$ cat src/rtl/stack_pkg.sv
// Shared stack definitions: operation encodings, sequencer states and the
// default stack bounds also used by the pipeline's push/pop address logic.
package stack_pkg;

    typedef enum logic [1:0] {
        OP_PUSH16 = 2'b00,
        OP_POP16  = 2'b01,
        OP_PUSH32 = 2'b10,
        OP_POP32  = 2'b11
    } op_e;

    typedef enum logic [2:0] {
        IDLE,
        WR_A,
        WR_B,
        RD_A,
        RD_B,
        CAP_B,
        CAP_A,
        FAULT
    } state_e;

    localparam logic [31:0] SP_RESET_DEFAULT = 32'h000F_FFFF;
    localparam logic [31:0] SP_LIMIT_DEFAULT = 32'h0000_0800;

endpackage

$ cat src/rtl/stack_access_unit.sv
// Stack access sequencer: owns SP and breaks 16/32-bit push/pop requests into
// 16-bit data-memory accesses, stalling the pipeline through ready.
module stack_access_unit
    import stack_pkg::*;
#(
    parameter int                ADDR_W   = 32,
    parameter logic [ADDR_W-1:0] SP_RESET = ADDR_W'(SP_RESET_DEFAULT),
    parameter logic [ADDR_W-1:0] SP_LIMIT = ADDR_W'(SP_LIMIT_DEFAULT)
) (
    input  logic              clk,
    input  logic              rst,
    input  logic              req,
    input  logic [1:0]        op,
    input  logic [31:0]       push_data,
    output logic              ready,
    output logic              done,
    output logic              err,
    output logic [31:0]       pop_data,
    output logic [ADDR_W-1:0] sp,
    output logic [ADDR_W-1:0] mem_addr,
    output logic              mem_we,
    output logic              mem_re,
    output logic [15:0]       mem_wdata,
    input  logic [15:0]       mem_rdata
);

    localparam logic [ADDR_W-1:0] ONE = ADDR_W'(1);
    localparam logic [ADDR_W-1:0] TWO = ADDR_W'(2);

    state_e            state, state_n;
    op_e               op_q, op_n;
    logic [15:0]       data_q, data_n;
    logic [15:0]       lo_q, lo_n;
    logic [31:0]       pop_q, pop_n;
    logic [ADDR_W-1:0] sp_n, addr_n;
    logic [15:0]       wdata_n;
    logic              we_n, re_n, done_n, err_n;
    logic              bound_fault;

    assign ready = (state == IDLE);

    // Read data arrives in the done cycle, so it is forwarded straight out
    // and registered for the hold period that follows.
    always_comb begin
        case (state)
            CAP_A:   pop_data = {16'h0000, mem_rdata};
            CAP_B:   pop_data = {mem_rdata, lo_q};
            default: pop_data = pop_q;
        endcase
    end

    always_comb begin
        case (op_e'(op))
            OP_PUSH16: bound_fault = (sp < SP_LIMIT);
            OP_PUSH32: bound_fault = ((sp - ONE) < SP_LIMIT);
            OP_POP16:  bound_fault = ((sp + ONE) > SP_RESET);
            OP_POP32:  bound_fault = ((sp + TWO) > SP_RESET);
            default:   bound_fault = 1'b0;
        endcase
    end

    always_comb begin
        state_n = state;
        op_n    = op_q;
        data_n  = data_q;
        lo_n    = lo_q;
        pop_n   = pop_q;
        sp_n    = sp;
        addr_n  = mem_addr;
        wdata_n = mem_wdata;
        we_n    = 1'b0;
        re_n    = 1'b0;
        done_n  = 1'b0;
        err_n   = 1'b0;

        case (state)
            IDLE: begin
                if (req) begin
                    op_n   = op_e'(op);
                    data_n = push_data[15:0];
                    if (bound_fault) begin
                        state_n = FAULT;
                        done_n  = 1'b1;
                        err_n   = 1'b1;
                    end else begin
                        case (op_e'(op))
                            OP_PUSH16: begin
                                state_n = WR_A;
                                we_n    = 1'b1;
                                addr_n  = sp;
                                wdata_n = push_data[15:0];
                                done_n  = 1'b1;
                            end
                            OP_PUSH32: begin
                                state_n = WR_A;
                                we_n    = 1'b1;
                                addr_n  = sp;
                                wdata_n = push_data[31:16];
                            end
                            default: begin
                                state_n = RD_A;
                                re_n    = 1'b1;
                                addr_n  = sp + ONE;
                            end
                        endcase
                    end
                end
            end
            WR_A: begin
                if (op_q == OP_PUSH32) begin
                    state_n = WR_B;
                    we_n    = 1'b1;
                    addr_n  = sp - ONE;
                    wdata_n = data_q;
                    done_n  = 1'b1;
                end else begin
                    sp_n    = sp - ONE;
                    state_n = IDLE;
                end
            end
            WR_B: begin
                sp_n    = sp - TWO;
                state_n = IDLE;
            end
            RD_A: begin
                done_n = 1'b1;
                if (op_q == OP_POP32) begin
                    state_n = RD_B;
                    re_n    = 1'b1;
                    addr_n  = sp + TWO;
                    done_n  = 1'b0;
                end else begin
                    state_n = CAP_A;
                end
            end
            RD_B: begin
                lo_n    = mem_rdata;
                state_n = CAP_B;
                done_n  = 1'b1;
            end
            CAP_A: begin
                pop_n   = {16'h0000, mem_rdata};
                sp_n    = sp + ONE;
                state_n = IDLE;
            end
            CAP_B: begin
                pop_n   = {mem_rdata, lo_q};
                sp_n    = sp + TWO;
                state_n = IDLE;
            end
            default: state_n = IDLE;
        endcase
    end

    always_ff @(posedge clk) begin
        if (rst) begin
            state     <= IDLE;
            op_q      <= OP_PUSH16;
            data_q    <= '0;
            lo_q      <= '0;
            pop_q     <= '0;
            sp        <= SP_RESET;
            mem_addr  <= '0;
            mem_wdata <= '0;
            mem_we    <= 1'b0;
            mem_re    <= 1'b0;
            done      <= 1'b0;
            err       <= 1'b0;
        end else begin
            state     <= state_n;
            op_q      <= op_n;
            data_q    <= data_n;
            lo_q      <= lo_n;
            pop_q     <= pop_n;
            sp        <= sp_n;
            mem_addr  <= addr_n;
            mem_wdata <= wdata_n;
            mem_we    <= we_n;
            mem_re    <= re_n;
            done      <= done_n;
            err       <= err_n;
        end
    end

endmodule

$ cat config.mk
export PLATFORM = sky130hd
export DESIGN_NAME = stack_access_unit
export DESIGN_NICKNAME = d
export VERILOG_FILES = /design/src/rtl/stack_pkg.sv /design/src/rtl/stack_access_unit.sv
export SDC_FILE = /design/constraint.sdc
export NUM_CORES = 1
export LEC_CHECK = 0
export ABC_AREA = 1
export CAP_MARGIN = 25
export CORE_MARGIN = 10
export CORE_UTILIZATION = 60
export CTS_CLUSTER_SIZE = 10
export DETAILED_ROUTE_END_ITERATION = 8
export HOLD_SLACK_MARGIN = 0.02
export PLACE_DENSITY = 0.88
export SLEW_MARGIN = 20
export SYNTH_ARGS = -nofsm -noshare
export SYNTH_HDL_FRONTEND = slang
export SYNTH_SLANG_ARGS = --single-unit
$ cat constraint.sdc
create_clock -name clk -period 3.8 [get_ports clk]
set_input_delay 0.38 -clock clk [delete_from_list [all_inputs] [get_ports clk]]
set_output_delay 0.38 -clock clk [all_outputs]
set_load 0.03 [all_outputs]
==> flow_summary.toml <==
[run_status]
outcome = "finished, final reports clean"

[cts]
path_clk_slew_ps = 70
cts-root-buf = "clkbuf_16"
cts-buffers-inserted = 17
cts_tree = "done"
worstSkewPairLatency_ps = 450
clock_sinks = 153
cts.htree.levels = 4
cts_max_path_buffers = 2

[placement]
port_buffers = 169
dp_hpwl_um = 30900
dpl_cell_area_mm2 = 0.0127
gp_congestion = 1.11

[floorplanning]
die-area_mm2 = 0.0240
rows = 49
io_pins = 170
die_x_um = 155
start_util = 0.608
core_mm2 = 0.0180
fp.dieH_um = 155

[timing]
hold_slack_ps = 466
rsz0062_at_grt = "no"
tns_ps = 0
hold_viol_final = 0
finalCritPeriodShare = 0.924
drv_slew = 0
worstMarginPinSlew_ps = 1000
period_needed_ps = 3510
maxSlewHeadroom = 0.329
finalSetupViolations = 0
skew_ps = 12.1
clock.fmax_mhz = 285

[yosys]
synth_xor_area_frac = 0.0449
synth_fp_nets = 1915
synth-seq-area-share = 0.280
synth-simple-area-share = 0.351
yosys_warnings = 0
synth_top_area_frac = 0.280
ys_types = 42
syn_avg_cell_area_um2 = 5.90
syn_inst = 1853
synth.mux.area_fraction = 0
synth_fa_ha_area_frac = 0.0103
ys_ff_latch = 153
synthesis.area_mm2 = 0.0109
synth.area.top_cells = "dfxtp_1, nand2_1, nor2_1, inv_1, o21ai_0"
synth_top_family_by_area = "simple AND/OR/NAND/NOR gates"
yosysTopAreaCell = "dfxtp_1"
synth-edff-count = 0
ys_top_cells_by_count = "nand2_1, nor2_1, inv_1, dfxtp_1, o21ai_0"
synth.most_common_cell = "nand2_1"
ys.flop_type = "dfxtp_1"
ys_async_sr_fraction = 0
synth_compound_area_frac = 0.183

[pwr]
combPwrFrac = 0.576
power.density_mw_per_mm2 = 722
p_clk_frac = 0.184
p_int_w = 0.00459
finalPower_w = 0.00961
p_switching_w = 0.00502
cellLeakagePower_nw = 5.96
p_seq_frac = 0.240
p_sw_frac = 0.522
peakVddDrop_v = 0.000573

[layout]
drive_gt1_frac = 0.0805
final_area_mm2 = 0.0133
final_util = 0.741
layout-area-overhead-vs-synth_pct = 21.8
fin_nets = 2036
antenna_cells = 0

[grt]
grt_usage = 0.344
grt_antenna_before_repair = 0
grt_pass1_vias = 12500
grt_pass1_wl_um = 67100
grt_overflow = 0
grt_max_degree = 76

[flow_run]
cap_viol_max_count = 0

[routing]
vias_per_cell = 6.08
finalWirelength_um = 43400
drt-initial-drc-count = 2135
drc = 0
vias = 13500
drtAntennaViolNets = 0
wl_per_cell_um = 19.6
dr.pass1.iters = 6

[critical_path]
crit_path_end_kind = "register"
worstPathRequired_ps = 4140
rr_worst_depth = 17
crit_type = "register to register"
cp_max_fo = 32
arrival_ps = 3850
cp-start-kind = "register"

[worst_hold_path]
hold_path.class = "register to register"
whs_path_depth = 2
-- registers in the layout (all words and copies together), names as in the netlist --
name,cells
state,3
sp,32
mem_addr,32
err,1
pop_q,32
op_q,2
data_q,16
mem_wdata,16
mem_we,1
mem_re,1
lo_q,16
done,1
-- layout by cell type (no fill, tap or decap), drive strengths merged, types with 2 or more instances in the layout --
| master | instances |
|---|---|
| nand2 | 492 |
| inv | 256 |
| nor2 | 252 |
| dfxtp | 153 |
| clkdlybuf4s50 | 136 |
| o21ai | 134 |
| a21oi | 118 |
| nand3 | 97 |
| buf | 75 |
| nand4 | 61 |
| xor2 | 53 |
| o22ai | 44 |
| a31oi | 17 |
| o211ai | 17 |
| clkbuf | 17 |
| clkinv | 14 |
| nor3 | 10 |
| ha | 9 |
| o221ai | 8 |
| a211oi | 5 |
| xnor2 | 3 |
| a221oi | 3 |
| o2111ai | 2 |
| o31ai | 2 |
| a2111oi | 2 |
-- cells by family after synthesis --
group	count (synthesis)
compound gates	356
xor+xnor	56
fa+ha+maj	9
buf+inv	365
flops	153
simple gates	914
-- metrics by stage --
step	setup slack, ps	cells
after floorplan	1090	1853
after global routing	99.7	2216
after detailed placement	389	2184
after CTS	355	2216
after global placement	354	2183
final	289	2216
-- critical path: stages (launching register included) --
cell and delay, ps:
dfxtp_1 460, buf_4 230, nor2_1 180, nand2_1 110, nor2_1 360, nand2_1 120
nor2_1 130, xor2_1 340, nand3_1 130, nor2_1 130, nand3_1 190, nand3_2 180
nand2_4 200, nand3_2 110, buf_4 310, nand2_1 110, inv_1 70, nor2_1 40
-- per-layer routing --
layer	part of all wire	wire length [µm]	global-route usage
met2	0.43	18500	0.525
met4	0.053	2300	0.166
met3	0.14	6050	0.116
met5	0	0	0
met1	0.38	16500	0.424
-- layout make-up --
cell class	instances	area (µm²)
Fill cell	1423	4650
Inverter	256	961
Timing Repair Buffer	211	1940
Tap cell	229	287
Clock inverter	15	176
Sequential cell	153	3070
Clock buffer	17	425
Multi-Input combinational cell	1335	6460
-- power by group through the flow --
stage / Combinational (W) / Clock (W) / Sequential, W
4_1_cts: 0.00535 / 0.00177 / 0.00229
3_3_place_gp: 0.00520 / 0 / 0.00230
3_5_place_dp: 0.00530 / 0 / 0.00232
2_1_floorplan: 0.00324 / 0 / 0.00262
6_report: 0.00553 / 0.00177 / 0.00231
5_1_grt: 0.00594 / 0.00183 / 0.00233
-- worst paths after layout --
path,end,from,slack [ps]
max,mem_addr[2]$_SDFFE_PP0P_,sp[18]$_SDFFE_PP1P_,290
min,data_q[14]$_SDFFE_PP0P_,data_q[14]$_SDFFE_PP0P_,470
max reg2reg,mem_addr[2]$_SDFFE_PP0P_,sp[18]$_SDFFE_PP1P_,290
min reg2reg,data_q[14]$_SDFFE_PP0P_,data_q[14]$_SDFFE_PP0P_,470
-- timing repair --
item / in CTS / in global routing
endpoints found under the setup margin: 0 / 15
gates resized for setup: 0 / 2
hold buffers: 0 / 0
setup buffers: 0 / 0
Power figures use the tool's default switching activity.
==> RTL edit: new RTL, same flow settings <==
Register the output `err` once more, cleared by the reset; this adds one clock of latency there. The other outputs are not delayed to match.
--- a/src/rtl/stack_access_unit.sv
+++ b/src/rtl/stack_access_unit.sv
@@ -28,2 +28,4 @@
     localparam logic [ADDR_W-1:0] TWO = ADDR_W'(2);
+
+    logic err_s0;
 
@@ -167,3 +169,3 @@
             done      <= 1'b0;
-            err       <= 1'b0;
+            err_s0    <= 1'b0;
         end else begin
@@ -180,3 +182,11 @@
             done      <= done_n;
-            err       <= err_n;
+            err_s0    <= err_n;
+        end
+    end
+
+    always_ff @(posedge clk) begin
+        if (rst) begin
+            err <= '0;
+        end else begin
+            err <= err_s0;
         end
Check against the original RTL: not equivalent (Yosys sat finds a counterexample within 4 cycles, from zero or initial values and one cycle with rst high).
==> RTL edit against the unedited design <==
Non-clock buffer count is 6 lower. Worst setup slack worse by 0.035 ns. Count of clock-buffer cells in the layout is 1 higher. Clock skew is 0.0014 ns higher. Sequential cell count is 1 higher. Critical path depth is 7 lower. Total power is 14% higher. Largest power group unchanged. Worst hold slack worse by 0.029 ns. Design area is 1.9% lower. Routed wire length is 2.8% lower. Synthesized area is 2.6% lower.
==> RTL edit: results (changes against the unedited design) <==
status - finished clean
routed length on met1 - 15.8 mm (-4.1%)
DR iter-0 viols - 2190 (+2.6%)
layout cells sized above 1 - 0.0600 (-0.0205)
CTS Buffer Depth - 2 (unchanged)
VDD IR max - 627 uV (+9.4%)
met3 WL - 6.07 mm (+0.33%)
CP max-delay cell - clkdlybuf4s50_1
leak pwr - 5.75 nW (-3.6%)
Synth cell types - 39 (-7.1%)
Met2 Routed Length - 18.6 mm (+0.19%)
DR vias - 13000 (-3.2%)
post-DP HPWL - 29.7 mm (-3.9%)
nets - 1976 (-2.9%)
register area share after synthesis - 0.290 (+0.00936)
Syn Nets - 1857 (-3.0%)
first-pass GRT wire length - 65.7 mm (-2.1%)
Top delay family on crit path - buffers and inverters
Synth area leaders - dfxtp_1 (29%), nand2_1 (18%), nor2_1 (9.5%), inv_1 (7.3%), o21ai_0 (4.6%)
Post-Route Skew - 0.0135 ns (+0.00141 ns)
CP max stage delay - 0.68 ns (+0.22 ns)
largest net degree at the start of global routing - 71 (-6.6%)
Synth top cells by count - nand2_1 (498), nor2_1 (270), inv_1 (207)
FILL cells - 1429 (+0.42%)
Critical Path AT - 3.17 ns (-0.68 ns)
Max Fanout on Critical Path - 18 (-44%)
Total Routing Usage GR - 0.342 (-0.00149)
vias in the first global route - 12000 (-3.7%)
Rel. slew slack - 0.337 (+0.00730)
## RTL edit: changes by cell type after synthesis, moves of 11 or more
cell,delta
o21ai_0,-34
a21oi_1,-34
nor2_1,+39
nand4_1,-14
inv_1,-23
o22ai_1,+11
## RTL edit: report_power, final
group	total, mW	switching (mW)	internal (mW)	leakage, nW
logic	6.76	4.66	2.10	4.19
clock network	1.80	0.797	0.999	0.300
registers	2.45	0.408	2.04	1.26
## RTL edit: per-stage QoR
stage	cells	util	hold WS, ns	setup slack (ns)	area (sq um)
floorplan	1800	-	0.388	0.867	10600
global placement	2124	0.716	0.396	0.541	12400
detailed placement	2125	0.717	0.424	0.421	12400
CTS	2157	0.752	0.441	0.277	13100
global route	2157	0.752	0.465	0.0245	13100
finish	2157	0.752	0.436	0.254	13100
## RTL edit: final timing paths
| check | endpoint | startpoint | slack [ns] | depth (start not counted) |
|---|---|---|---|---|
| max reg2reg | mem_addr[13] | sp[9] | 0.41 | 15 |
| max | pop_data[4] | state[0] | 0.25 | 10 |
| min | err | err_s0 | 0.44 | 2 |
| min reg2reg | err | err_s0 | 0.44 | 2 |
## RTL edit: cells by family (layout without fill, tap and decap cells)
group,Yosys count,after routing,synth area share
compound gates,321,321,0.176
xor+xnor,50,50,0.0411
fa+ha+maj,4,4,0.00470
buf+inv,326,458,0.122
flops,154,154,0.290
simple gates,945,945,0.366
## RTL edit: worst min-delay path, stage by stage (launching register included)
cell,delay [ns]
dfxtp_1,0.30
inv_1,0.06
nor2_1,0.04
## RTL edit: area by class of cell
class | count | area [sq um] | share of cell area
Inverter | 221 | 833 | 0.0638
Tap cell | 225 | 282 | 0.0216
Clock inverter | 14 | 181 | 0.0139
Sequential cell | 154 | 3080 | 0.236
Multi-Input combinational cell | 1320 | 6290 | 0.482
Timing Repair Buffer | 205 | 1960 | 0.150
Clock buffer | 18 | 429 | 0.0329
## RTL edit: timing repair
item	in CTS	in global routing
setup buffers	0	0
setup endpoints to repair	0	2
resized for setup	0	2
## RTL edit: per-layer routing
metal / up-vias / GRT usage
met1: 5840 / 0.434
met2: 958 / 0.527
met5: - / 0
met3: 172 / 0.107
met4: 0 / 0.140
li1: 6064 / -
